File: src/rtl/control_unit_if.sv
`default_nettype none
// ============================================================================
//  Module      : control_unit_if
//  Description : Bundle between the basic-computer control unit and its
//                datapath. The datapath supplies IR, AC, DR and E; the
//                control unit returns load/increment/clear strobes, bus
//                source selects, memory strobes, ALU opcode and status.
//                  master : control unit side (drives strobes and status)
//                  slave  : datapath side (drives IR/AC/DR/E)
//  Revision    : 1.0  initial release
// ============================================================================
interface control_unit_if;
    // datapath -> control
    logic [15:0] IR;
    logic [15:0] AC;
    logic [15:0] DR;
    logic        E;

    // register load strobes
    logic        write_ar, write_pc, write_dr, write_tr, write_ir, write_ac;
    // register increment strobes
    logic        increment_ar, increment_pc, increment_dr, increment_tr, increment_ac;
    // synchronous register clear strobes
    logic        reset_ar, reset_pc, reset_dr, reset_tr, reset_ac;
    // bus source selects
    logic        read_ar, read_pc, read_dr, read_tr, read_ir, read_ac;
    // memory
    logic        memory_read, memory_write;
    // ALU / flags / status
    logic [2:0]  alu_op;
    logic        write_e;
    logic        IEN;
    logic        halted;
    logic [2:0]  sc;

    modport master (
        input  IR, AC, DR, E,
        output write_ar, write_pc, write_dr, write_tr, write_ir, write_ac,
        output increment_ar, increment_pc, increment_dr, increment_tr, increment_ac,
        output reset_ar, reset_pc, reset_dr, reset_tr, reset_ac,
        output read_ar, read_pc, read_dr, read_tr, read_ir, read_ac,
        output memory_read, memory_write,
        output alu_op, write_e, IEN, halted, sc
    );

    modport slave (
        output IR, AC, DR, E,
        input  write_ar, write_pc, write_dr, write_tr, write_ir, write_ac,
        input  increment_ar, increment_pc, increment_dr, increment_tr, increment_ac,
        input  reset_ar, reset_pc, reset_dr, reset_tr, reset_ac,
        input  read_ar, read_pc, read_dr, read_tr, read_ir, read_ac,
        input  memory_read, memory_write,
        input  alu_op, write_e, IEN, halted, sc
    );
endinterface
`default_nettype wire

File: src/rtl/control_unit.sv
`default_nettype none
// ============================================================================
//  Module      : control_unit
//  Description : Hardwired control unit of the basic 16-bit computer.
//                A sequence counter (T0..T6) steps through fetch, decode,
//                indirect-address and execute phases; all strobes are
//                decoded combinationally from sc, IR, halted, AC, DR, E.
//  Ports       : clk   - single clock, rising edge
//                reset - asynchronous active-high reset
//                bus   - control_unit_if.master (IR/AC/DR/E in, strobes,
//                        alu_op, write_e, IEN, halted, sc out)
//  Revision    : 1.0  initial release
// ============================================================================
module control_unit #(
    parameter int ADDR_WIDTH = 12
) (
    input  logic                  clk,
    input  logic                  reset,
    control_unit_if.master        bus
);

    // sequence-counter states
    localparam logic [2:0] c_T0 = 3'd0;
    localparam logic [2:0] c_T1 = 3'd1;
    localparam logic [2:0] c_T2 = 3'd2;
    localparam logic [2:0] c_T3 = 3'd3;
    localparam logic [2:0] c_T4 = 3'd4;
    localparam logic [2:0] c_T5 = 3'd5;
    localparam logic [2:0] c_T6 = 3'd6;

    // opcode field D
    localparam logic [2:0] c_OP_AND = 3'd0;
    localparam logic [2:0] c_OP_ADD = 3'd1;
    localparam logic [2:0] c_OP_LDA = 3'd2;
    localparam logic [2:0] c_OP_STA = 3'd3;
    localparam logic [2:0] c_OP_BUN = 3'd4;
    localparam logic [2:0] c_OP_BSA = 3'd5;
    localparam logic [2:0] c_OP_ISZ = 3'd6;
    localparam logic [2:0] c_OP_REG = 3'd7;

    // ALU operation codes
    localparam logic [2:0] c_ALU_AND = 3'b000;
    localparam logic [2:0] c_ALU_ADD = 3'b001;
    localparam logic [2:0] c_ALU_DR  = 3'b010;
    localparam logic [2:0] c_ALU_CMA = 3'b011;
    localparam logic [2:0] c_ALU_CIR = 3'b100;
    localparam logic [2:0] c_ALU_CIL = 3'b101;
    localparam logic [2:0] c_ALU_CLE = 3'b110;
    localparam logic [2:0] c_ALU_CME = 3'b111;

    // register-reference one-hot codes (after highest-bit isolation)
    localparam logic [ADDR_WIDTH-1:0] c_RR_CLA = 12'h800;
    localparam logic [ADDR_WIDTH-1:0] c_RR_CLE = 12'h400;
    localparam logic [ADDR_WIDTH-1:0] c_RR_CMA = 12'h200;
    localparam logic [ADDR_WIDTH-1:0] c_RR_CME = 12'h100;
    localparam logic [ADDR_WIDTH-1:0] c_RR_CIR = 12'h080;
    localparam logic [ADDR_WIDTH-1:0] c_RR_CIL = 12'h040;
    localparam logic [ADDR_WIDTH-1:0] c_RR_INC = 12'h020;
    localparam logic [ADDR_WIDTH-1:0] c_RR_SPA = 12'h010;
    localparam logic [ADDR_WIDTH-1:0] c_RR_SNA = 12'h008;
    localparam logic [ADDR_WIDTH-1:0] c_RR_SZA = 12'h004;
    localparam logic [ADDR_WIDTH-1:0] c_RR_SZE = 12'h002;
    localparam logic [ADDR_WIDTH-1:0] c_RR_HLT = 12'h001;

    // I/O codes (exact match)
    localparam logic [ADDR_WIDTH-1:0] c_IO_ION = 12'h080;
    localparam logic [ADDR_WIDTH-1:0] c_IO_IOF = 12'h040;

    logic [2:0]            r_sc_q;
    logic [2:0]            w_sc_d;
    logic                  r_halted_q;
    logic                  w_halted_d;
    logic                  r_ien_q;
    logic                  w_ien_d;

    logic [2:0]            w_d;
    logic                  w_i;
    logic [ADDR_WIDTH-1:0] w_rr_sel;
    logic                  w_last;
    logic                  w_set_halt;
    logic                  w_set_ien;
    logic                  w_clr_ien;

    assign w_d = bus.IR[14:12];
    assign w_i = bus.IR[15];

    // Keep only the most significant set bit of the address field so that
    // register-reference words with several bits set execute one operation.
    always_comb begin
        w_rr_sel = '0;
        for (int k = 0; k < ADDR_WIDTH; k++) begin
            if (bus.IR[k]) begin
                w_rr_sel    = '0;
                w_rr_sel[k] = 1'b1;
            end
        end
    end

    always_comb begin
        bus.write_ar     = 1'b0;
        bus.write_pc     = 1'b0;
        bus.write_dr     = 1'b0;
        bus.write_tr     = 1'b0;
        bus.write_ir     = 1'b0;
        bus.write_ac     = 1'b0;
        bus.increment_ar = 1'b0;
        bus.increment_pc = 1'b0;
        bus.increment_dr = 1'b0;
        bus.increment_tr = 1'b0;
        bus.increment_ac = 1'b0;
        bus.reset_ar     = 1'b0;
        bus.reset_pc     = 1'b0;
        bus.reset_dr     = 1'b0;
        bus.reset_tr     = 1'b0;
        bus.reset_ac     = 1'b0;
        bus.read_ar      = 1'b0;
        bus.read_pc      = 1'b0;
        bus.read_dr      = 1'b0;
        bus.read_tr      = 1'b0;
        bus.read_ir      = 1'b0;
        bus.read_ac      = 1'b0;
        bus.memory_read  = 1'b0;
        bus.memory_write = 1'b0;
        bus.alu_op       = c_ALU_AND;
        bus.write_e      = 1'b0;
        w_last           = 1'b0;
        w_set_halt       = 1'b0;
        w_set_ien        = 1'b0;
        w_clr_ien        = 1'b0;

        if (reset) begin
            // hold every datapath register cleared while reset is applied
            bus.reset_ar = 1'b1;
            bus.reset_pc = 1'b1;
            bus.reset_dr = 1'b1;
            bus.reset_tr = 1'b1;
            bus.reset_ac = 1'b1;
        end else if (!r_halted_q) begin
            case (r_sc_q)
                c_T0: begin
                    bus.read_pc  = 1'b1;
                    bus.write_ar = 1'b1;
                end
                c_T1: begin
                    bus.memory_read  = 1'b1;
                    bus.write_ir     = 1'b1;
                    bus.increment_pc = 1'b1;
                end
                c_T2: begin
                    bus.read_ir  = 1'b1;
                    bus.write_ar = 1'b1;
                end
                c_T3: begin
                    if (w_d != c_OP_REG) begin
                        if (w_i) begin
                            bus.memory_read = 1'b1;
                            bus.write_ar    = 1'b1;
                        end
                    end else if (!w_i) begin
                        w_last = 1'b1;
                        case (w_rr_sel)
                            c_RR_CLA: bus.reset_ac = 1'b1;
                            c_RR_CLE: begin
                                bus.alu_op  = c_ALU_CLE;
                                bus.write_e = 1'b1;
                            end
                            c_RR_CMA: begin
                                bus.alu_op   = c_ALU_CMA;
                                bus.write_ac = 1'b1;
                            end
                            c_RR_CME: begin
                                bus.alu_op  = c_ALU_CME;
                                bus.write_e = 1'b1;
                            end
                            c_RR_CIR: begin
                                bus.alu_op   = c_ALU_CIR;
                                bus.write_ac = 1'b1;
                                bus.write_e  = 1'b1;
                            end
                            c_RR_CIL: begin
                                bus.alu_op   = c_ALU_CIL;
                                bus.write_ac = 1'b1;
                                bus.write_e  = 1'b1;
                            end
                            c_RR_INC: bus.increment_ac = 1'b1;
                            c_RR_SPA: bus.increment_pc = ~bus.AC[15];
                            c_RR_SNA: bus.increment_pc = bus.AC[15];
                            c_RR_SZA: bus.increment_pc = (bus.AC == 16'h0000);
                            c_RR_SZE: bus.increment_pc = ~bus.E;
                            c_RR_HLT: w_set_halt = 1'b1;
                            default:  ;
                        endcase
                    end else begin
                        w_last = 1'b1;
                        if (bus.IR[ADDR_WIDTH-1:0] == c_IO_ION) w_set_ien = 1'b1;
                        if (bus.IR[ADDR_WIDTH-1:0] == c_IO_IOF) w_clr_ien = 1'b1;
                    end
                end
                c_T4: begin
                    case (w_d)
                        c_OP_AND, c_OP_ADD, c_OP_LDA, c_OP_ISZ: begin
                            bus.memory_read = 1'b1;
                            bus.write_dr    = 1'b1;
                        end
                        c_OP_STA: begin
                            bus.read_ac      = 1'b1;
                            bus.memory_write = 1'b1;
                            w_last           = 1'b1;
                        end
                        c_OP_BUN: begin
                            bus.read_ar  = 1'b1;
                            bus.write_pc = 1'b1;
                            w_last       = 1'b1;
                        end
                        c_OP_BSA: begin
                            bus.read_pc      = 1'b1;
                            bus.memory_write = 1'b1;
                            bus.increment_ar = 1'b1;
                        end
                        // only reachable if IR changed mid-instruction
                        default: w_last = 1'b1;
                    endcase
                end
                c_T5: begin
                    w_last = 1'b1;
                    case (w_d)
                        c_OP_AND: begin
                            bus.write_ac = 1'b1;
                            bus.alu_op   = c_ALU_AND;
                        end
                        c_OP_ADD: begin
                            bus.write_ac = 1'b1;
                            bus.write_e  = 1'b1;
                            bus.alu_op   = c_ALU_ADD;
                        end
                        c_OP_LDA: begin
                            bus.write_ac = 1'b1;
                            bus.alu_op   = c_ALU_DR;
                        end
                        c_OP_BSA: begin
                            bus.read_ar  = 1'b1;
                            bus.write_pc = 1'b1;
                        end
                        c_OP_ISZ: begin
                            bus.increment_dr = 1'b1;
                            w_last           = 1'b0;
                        end
                        default: ;
                    endcase
                end
                c_T6: begin
                    // T6 always ends the instruction so sc cannot pass 6
                    w_last = 1'b1;
                    if (w_d == c_OP_ISZ) begin
                        bus.read_dr      = 1'b1;
                        bus.memory_write = 1'b1;
                        bus.increment_pc = (bus.DR == 16'h0000);
                    end
                end
                default: w_last = 1'b1;
            endcase
        end
    end

    always_comb begin
        if (r_halted_q || w_last) begin
            w_sc_d = c_T0;
        end else begin
            w_sc_d = r_sc_q + 3'd1;
        end
        w_halted_d = r_halted_q | w_set_halt;
        if (w_set_ien) begin
            w_ien_d = 1'b1;
        end else if (w_clr_ien) begin
            w_ien_d = 1'b0;
        end else begin
            w_ien_d = r_ien_q;
        end
    end

    always_ff @(posedge clk or posedge reset) begin
        if (reset) begin
            r_sc_q     <= c_T0;
            r_halted_q <= 1'b0;
            r_ien_q    <= 1'b0;
        end else begin
            r_sc_q     <= w_sc_d;
            r_halted_q <= w_halted_d;
            r_ien_q    <= w_ien_d;
        end
    end

    assign bus.sc     = r_sc_q;
    assign bus.halted = r_halted_q;
    assign bus.IEN    = r_ien_q;

endmodule
`default_nettype wire

File: src/flat_wrapper.sv
// flat-port wrapper written by rule: the top's interface ports become plain ports
module control_unit_flat 
#(
    parameter int ADDR_WIDTH = 12
)
  (clk, reset, bus_IR, bus_AC, bus_DR, bus_E, bus_write_ar, bus_write_pc, bus_write_dr, bus_write_tr, bus_write_ir, bus_write_ac, bus_increment_ar, bus_increment_pc, bus_increment_dr, bus_increment_tr, bus_increment_ac, bus_reset_ar, bus_reset_pc, bus_reset_dr, bus_reset_tr, bus_reset_ac, bus_read_ar, bus_read_pc, bus_read_dr, bus_read_tr, bus_read_ir, bus_read_ac, bus_memory_read, bus_memory_write, bus_alu_op, bus_write_e, bus_IEN, bus_halted, bus_sc);
  control_unit_if bus_i ();
  input  logic clk;
  input  logic reset;
  input wire logic [$bits(bus_i.IR)-1:0] bus_IR;
  input wire logic [$bits(bus_i.AC)-1:0] bus_AC;
  input wire logic [$bits(bus_i.DR)-1:0] bus_DR;
  input wire logic [$bits(bus_i.E)-1:0] bus_E;
  output wire logic [$bits(bus_i.write_ar)-1:0] bus_write_ar;
  output wire logic [$bits(bus_i.write_pc)-1:0] bus_write_pc;
  output wire logic [$bits(bus_i.write_dr)-1:0] bus_write_dr;
  output wire logic [$bits(bus_i.write_tr)-1:0] bus_write_tr;
  output wire logic [$bits(bus_i.write_ir)-1:0] bus_write_ir;
  output wire logic [$bits(bus_i.write_ac)-1:0] bus_write_ac;
  output wire logic [$bits(bus_i.increment_ar)-1:0] bus_increment_ar;
  output wire logic [$bits(bus_i.increment_pc)-1:0] bus_increment_pc;
  output wire logic [$bits(bus_i.increment_dr)-1:0] bus_increment_dr;
  output wire logic [$bits(bus_i.increment_tr)-1:0] bus_increment_tr;
  output wire logic [$bits(bus_i.increment_ac)-1:0] bus_increment_ac;
  output wire logic [$bits(bus_i.reset_ar)-1:0] bus_reset_ar;
  output wire logic [$bits(bus_i.reset_pc)-1:0] bus_reset_pc;
  output wire logic [$bits(bus_i.reset_dr)-1:0] bus_reset_dr;
  output wire logic [$bits(bus_i.reset_tr)-1:0] bus_reset_tr;
  output wire logic [$bits(bus_i.reset_ac)-1:0] bus_reset_ac;
  output wire logic [$bits(bus_i.read_ar)-1:0] bus_read_ar;
  output wire logic [$bits(bus_i.read_pc)-1:0] bus_read_pc;
  output wire logic [$bits(bus_i.read_dr)-1:0] bus_read_dr;
  output wire logic [$bits(bus_i.read_tr)-1:0] bus_read_tr;
  output wire logic [$bits(bus_i.read_ir)-1:0] bus_read_ir;
  output wire logic [$bits(bus_i.read_ac)-1:0] bus_read_ac;
  output wire logic [$bits(bus_i.memory_read)-1:0] bus_memory_read;
  output wire logic [$bits(bus_i.memory_write)-1:0] bus_memory_write;
  output wire logic [$bits(bus_i.alu_op)-1:0] bus_alu_op;
  output wire logic [$bits(bus_i.write_e)-1:0] bus_write_e;
  output wire logic [$bits(bus_i.IEN)-1:0] bus_IEN;
  output wire logic [$bits(bus_i.halted)-1:0] bus_halted;
  output wire logic [$bits(bus_i.sc)-1:0] bus_sc;
  assign bus_i.IR = bus_IR;
  assign bus_i.AC = bus_AC;
  assign bus_i.DR = bus_DR;
  assign bus_i.E = bus_E;
  assign bus_write_ar = bus_i.write_ar;
  assign bus_write_pc = bus_i.write_pc;
  assign bus_write_dr = bus_i.write_dr;
  assign bus_write_tr = bus_i.write_tr;
  assign bus_write_ir = bus_i.write_ir;
  assign bus_write_ac = bus_i.write_ac;
  assign bus_increment_ar = bus_i.increment_ar;
  assign bus_increment_pc = bus_i.increment_pc;
  assign bus_increment_dr = bus_i.increment_dr;
  assign bus_increment_tr = bus_i.increment_tr;
  assign bus_increment_ac = bus_i.increment_ac;
  assign bus_reset_ar = bus_i.reset_ar;
  assign bus_reset_pc = bus_i.reset_pc;
  assign bus_reset_dr = bus_i.reset_dr;
  assign bus_reset_tr = bus_i.reset_tr;
  assign bus_reset_ac = bus_i.reset_ac;
  assign bus_read_ar = bus_i.read_ar;
  assign bus_read_pc = bus_i.read_pc;
  assign bus_read_dr = bus_i.read_dr;
  assign bus_read_tr = bus_i.read_tr;
  assign bus_read_ir = bus_i.read_ir;
  assign bus_read_ac = bus_i.read_ac;
  assign bus_memory_read = bus_i.memory_read;
  assign bus_memory_write = bus_i.memory_write;
  assign bus_alu_op = bus_i.alu_op;
  assign bus_write_e = bus_i.write_e;
  assign bus_IEN = bus_i.IEN;
  assign bus_halted = bus_i.halted;
  assign bus_sc = bus_i.sc;
  control_unit #(.ADDR_WIDTH(ADDR_WIDTH)) u_core (.clk(clk), .reset(reset), .bus(bus_i));
endmodule
File: config.mk
export PLATFORM = sky130hd
export DESIGN_NAME = control_unit_flat
export DESIGN_NICKNAME = d
export VERILOG_FILES = /design/src/rtl/control_unit_if.sv /design/src/rtl/control_unit.sv /design/src/flat_wrapper.sv
export SDC_FILE = /design/constraint.sdc
export NUM_CORES = 1
export LEC_CHECK = 0
export BUFFER_PORTS_ARGS = -buffer_cell sky130_fd_sc_hd__buf_2
export CAP_MARGIN = 20
export CORE_MARGIN = 3
export CORE_UTILIZATION = 36
export DETAILED_ROUTE_END_ITERATION = 8
export GPL_ROUTABILITY_DRIVEN = 0
export GPL_TIMING_DRIVEN = 0
export PLACE_DENSITY = 0.8
export SLEW_MARGIN = 0
export SYNTH_ARGS = -nofsm -noshare
export SYNTH_HDL_FRONTEND = slang
export SYNTH_SLANG_ARGS = --single-unit
File: constraint.sdc
create_clock -name clk -period 3.4 [get_ports clk]
set_clock_uncertainty 0.15 [all_clocks]
set_input_delay 0.17 -clock clk [delete_from_list [all_inputs] [get_ports clk]]
set_output_delay 0.17 -clock clk [all_outputs]
set_load 0.05 [all_outputs]
---- Yosys cells after proc, flatten, opt, wreduce, memory -nomap -nowiden ----
Index checks and enable logic that the tools add are counted.
cells by class
  $add $sub $neg .......................... 1
  eq/ne operators ......................... 27
  mux-type cells .......................... 124
  bitwise operators ....................... 3
  reductions and logical operators ........ 14
operator list
  kind                                                   number
  2-to-1 mux 1 bit                                       95
  logical NOT 16 bit                                     2
  equality test 12 x 7 -> 1 bit, second input constant   2
  equality test 12 x 8 -> 1 bit, second input constant   2
  equality test 3 bit, second input constant             6
  2-to-1 mux 3 bit                                       6
  one-hot mux 3 bit (5 select lines)                     1
  equality test 12 x 1 -> 1 bit, second input constant   1
  equality test 12 x 10 -> 1 bit, second input constant  1
  equality test 12 x 11 -> 1 bit, second input constant  1
  equality test 12 bit, second input constant            1
  equality test 12 x 2 -> 1 bit, second input constant   1
  equality test 12 x 3 -> 1 bit, second input constant   1
  equality test 12 x 4 -> 1 bit, second input constant   1
  equality test 12 x 5 -> 1 bit, second input constant   1
  equality test 12 x 6 -> 1 bit, second input constant   1
  equality test 12 x 9 -> 1 bit, second input constant   1
  equality test 3 x 2 -> 1 bit, second input constant    4
  2-to-1 mux 12 bit                                      1
  one-hot mux 1 bit (2 select lines)                     6
  2-to-1 mux 11 bit                                      1
  2-to-1 mux 10 bit                                      1
  2-to-1 mux 9 bit                                       1
  OR reduction 3 bit                                     3
  other kinds (21)                                       28
word-level totals
  bits in registers ....................... 5
  output and inout bits ................... 33
  word-level logic and storage cells ...... 172

---- Depth between registers and ports, before layout ----
  depth after elaboration ................. 20
  mapped depth ............................ 8

---- Least setup slack after synthesis ----
No wires, ideal clock.
  path kind ............................... register to output
  start ................................... register u_core.r_sc_q[0] (netlist: u_core.bus.sc[0])
  end ..................................... output bus_memory_read
  data arrival time ....................... 3.391 ns
  required time ........................... 3.080 ns
  path slack .............................. -0.311 ns
  cell stages (with the launch flop) ...... 7
  buffers on the path ..................... 1
  path through ............................ dfrtp_1 inv_1 ha_1 clkbuf_1 nand2_1 nor4_1 nand2b_1
between the ends
  word-level cells in the longest chain between the ends .. 4
RTL lines
  what                                         line                 RTL
  from (decl)                                  control_unit.sv:69   logic [2:0] r_sc_q;
  from (signal assigned)                       control_unit.sv:283  r_sc_q <= c_T0;
  from (signal assigned)                       control_unit.sv:287  r_sc_q <= w_sc_d;
  equality test 3 bit (tied with other cells)  control_unit.sv:139  case (r_sc_q)
  one-hot mux 1 bit (3 select lines) *         control_unit.sv:139
  2-to-1 mux 1 bit *                           control_unit.sv:138  end else if (!r_halted_q) begin
  2-to-1 mux 1 bit *                           control_unit.sv:131  if (reset) begin
  to (decl)                                    flat_wrapper.sv:36   output wire logic [$bits(bus_i.memory_read)-1:0] bus_memory_read;
Mark *: on every way between the ends. The rest lies on a longest branch, timed or not.

---- Worst setup path after layout ----
  start ................................... register u_core.r_sc_q[0] (netlist: u_core.bus.sc[0])
  end ..................................... output bus_increment_pc
between the ends
  word-level cells in the longest chain between the ends .. 4
RTL lines
  what                                         line                 RTL
  equality test 3 bit (tied with other cells)  control_unit.sv:139
  one-hot mux 1 bit (3 select lines) *         control_unit.sv:139
  2-to-1 mux 1 bit *                           control_unit.sv:138
  2-to-1 mux 1 bit *                           control_unit.sv:131
  to (decl)                                    flat_wrapper.sv:21   output wire logic [$bits(bus_i.increment_pc)-1:0] bus_increment_pc;
Marked as above.

==> reports/results.txt <==
status = completed
Die H = 55.68 microns
I/O Buffers = 79
Tmin final = 2.797 ns
Cell Chain, Critical Path = ha_1 > ha_1 > nand4_1 > or4_4 > buf_6 > nor2_4 > o31a_1 > a211o_1 > buf_2
count of cell types in the netlist = 43
top_reg_cell synth = dfrtp_1
final setup fails = 0
Mapped Area = 888.4 sq um
initial antenna violation count = 0
area leader, netlist = dfrtp_1
crit path kind = flip-flop to primary output
PostCTS Resize Cnt = 0
max cap viols = 0
GRT Total Usage = 20.03%
clk sink count = 5
Filler cells = 244
Die Wd = 55.68 microns
Starting DRT DRC Count = 29
full die area = 3100 sq um
Avg WL per Cell = 12.05 microns
Yosys reg bits = 5
asr flop ratio synth = 100.0%
Post-Syn Instances = 129
Initial DRT Pass Iterations = 4
grt total ovfl = 0
Final Hold Fails = 0
worst vdd ir = 0.0005192 V
vias in the first global route = 1,241
final layout net count = 273
CTS Buffer Depth = 2
crit path launch type = flip-flop
CP endpoint kind = primary output
FMAX = 0.3575 GHz
Post-route DRC = 0
Syn Area/Cell = 6.886 sq um
Pins Over Slew Limit = 0
sequential share of the synthesized area = 14.08%
Post-synth EDFFs = 0
Slowest cell on crit path = dfrtp_1
LEAKAGE = 0.7413 nW
Largest stage delay, worst path = 0.48 ns
TritonCTS Buffers = 3
setup_tns = 0 ns
Clk pin slew, worst setup/hold paths = 0.05 ns
via count = 1,205
worst min-delay path class = input port to flip-flop
CP Max Fanout = 7
largest net degree at the start of global routing = 11
area of the multi-input gates = 674.4 sq um
Synth-to-Final Area Change = 56.20%
Sequential cell area = 125.1 sq um
commonest non-fill, non-tap cell in the layout = buf_2
final worst path period share = 82.26%
unrepaired setup endpoints after global routing = false
synth warn = 0
R2R Setup Slk = 1.23 ns
CTS tree = built
pre-CTS WS = 0.8648 ns
clock root buffer = clkbuf_4
row cnt = 17
drt via density = 4.939
Synth area leaders = dfrtp_1, ha_1, buf_4
Finished Layout Cells = 244
placed cell count = 238
antenna cells = 0
Synth top area share = 14.08%
Starting Density = 39.03%
clk_lat worst skew = 0.25 ns
Worst Path Arrival = 2.48 ns
share of cells above drive strength 1 = 46.76%
cts hold-fix bufs = 2
first-pass GRT wire length = 5216 microns
antenna viol nets, final = 0
most frequent cells in the layout = buf_2, nor2_1, nand2_1
Core Footprint = 2276 sq um
IO Count = 84
post-DP HPWL = 2472 microns
Worst Path Required = 3.08 ns
final worst setup slack = 0.6032 ns
final wirelength = 2941 microns
most frequent CP cell = ha_1
postcts setup bufs = 0
CTS HTree Levels = 1
Power per Cell Area = 482.5 nW/um^2
## worst paths after layout
| kind | from | endpoint | depth (start not counted) |
|---|---|---|---|
| setup / recovery | u_core.bus.sc[0] | bus_increment_pc | 9 |
| hold / removal | bus_IR[7] | u_core.bus.IEN | 3 |
| setup reg to reg | u_core.bus.sc[0] | u_core.bus.sc[0] | 8 |
| hold reg to reg | u_core.bus.halted | u_core.bus.sc[2] | 1 |
| max in group asynchronous | reset | u_core.bus.sc[1] | 3 |
| min in group asynchronous | reset | u_core.bus.sc[0] | 3 |
## registers in the layout (all words and copies together) (netlist names)
register / count
u_core.bus.IEN: 1
u_core.bus.sc: 3
u_core.bus.halted: 1
## worst max-delay path, delay by kind of cell, from the launching register on
family	cells	cell delay, ns
simple gates	3	0.71
buf+inv	2	0.40
flops	1	0.48
fa+ha+maj	2	0.41
compound gates	2	0.22
## cell type report
class                   instances  area share (%)
well taps                      28           2.525
plain buffers                  13           6.312
inverters                       6           1.623
clock inverters                 1          0.3607
clock buffers                   3           1.623
repair buffers                 81           29.94
multi-input cells             107           48.60
flip-flops and latches          5           9.017
## synth_stat cells, drive strengths merged, types with 2 or more instances
library cell / number
a21oi: 6
a31oi: 2
and2: 3
and3: 2
buf: 10
clkbuf: 3
dfrtp: 5
ha: 5
inv: 6
nand2: 12
nand2b: 3
nand3: 3
nand3b: 3
nand4: 2
nor2: 16
nor2b: 2
nor3: 8
nor3b: 5
nor4: 7
nor4b: 2
o21ai: 5
or4: 3
## per-stage QoR
step,cell area (sq um),total power (W),hold slack [ns],util [%]
2_1_floorplan,909.6,0.0004726,-0.1847,-
3_3_place_gp,1340,0.0005918,0.02268,58.88
3_5_place_dp,1340,0.0005969,0.03488,58.88
4_1_cts,1388,0.0006729,0.1469,60.97
5_1_grt,1388,0.0007268,0.1817,60.97
6_report,1388,0.0006695,0.1450,60.97
## cells by family (layout without fill, tap and decap cells)
| group | count (synthesis) | in the layout | share of synthesized area, % |
|---|---|---|---|
| flip-flops | 5 | 5 | 14.08 |
| buffers and inverters | 19 | 104 | 12.39 |
| other | 1 | 3 | 0.4221 |
| AND/OR/NAND/NOR | 74 | 74 | 47.18 |
| multiplexers | 1 | 1 | 1.127 |
| AO/OA/AOI/OAI | 24 | 24 | 17.75 |
| adder cells (fa/ha/maj) | 5 | 5 | 7.042 |
## routing by layer
layer	share of wire (%)	routed length, microns	vias to the layer above	track usage (%)
met5	0	0	-	0
met4	1.4	40	0	5.903
met3	6.1	178	5	3.248
met2	50	1480	36	34.80
met1	42	1240	526	25.17
li1	-	-	638	-
## power by group
part / total, W / internal (W) / switching (W)
logic: 0.000493 / 0.000155 / 0.000338
clock network: 0.0000697 / 0.0000427 / 0.0000270
registers: 0.000107 / 0.0000780 / 0.0000291
No activity file was read; power rests on OpenSTA's default activity.
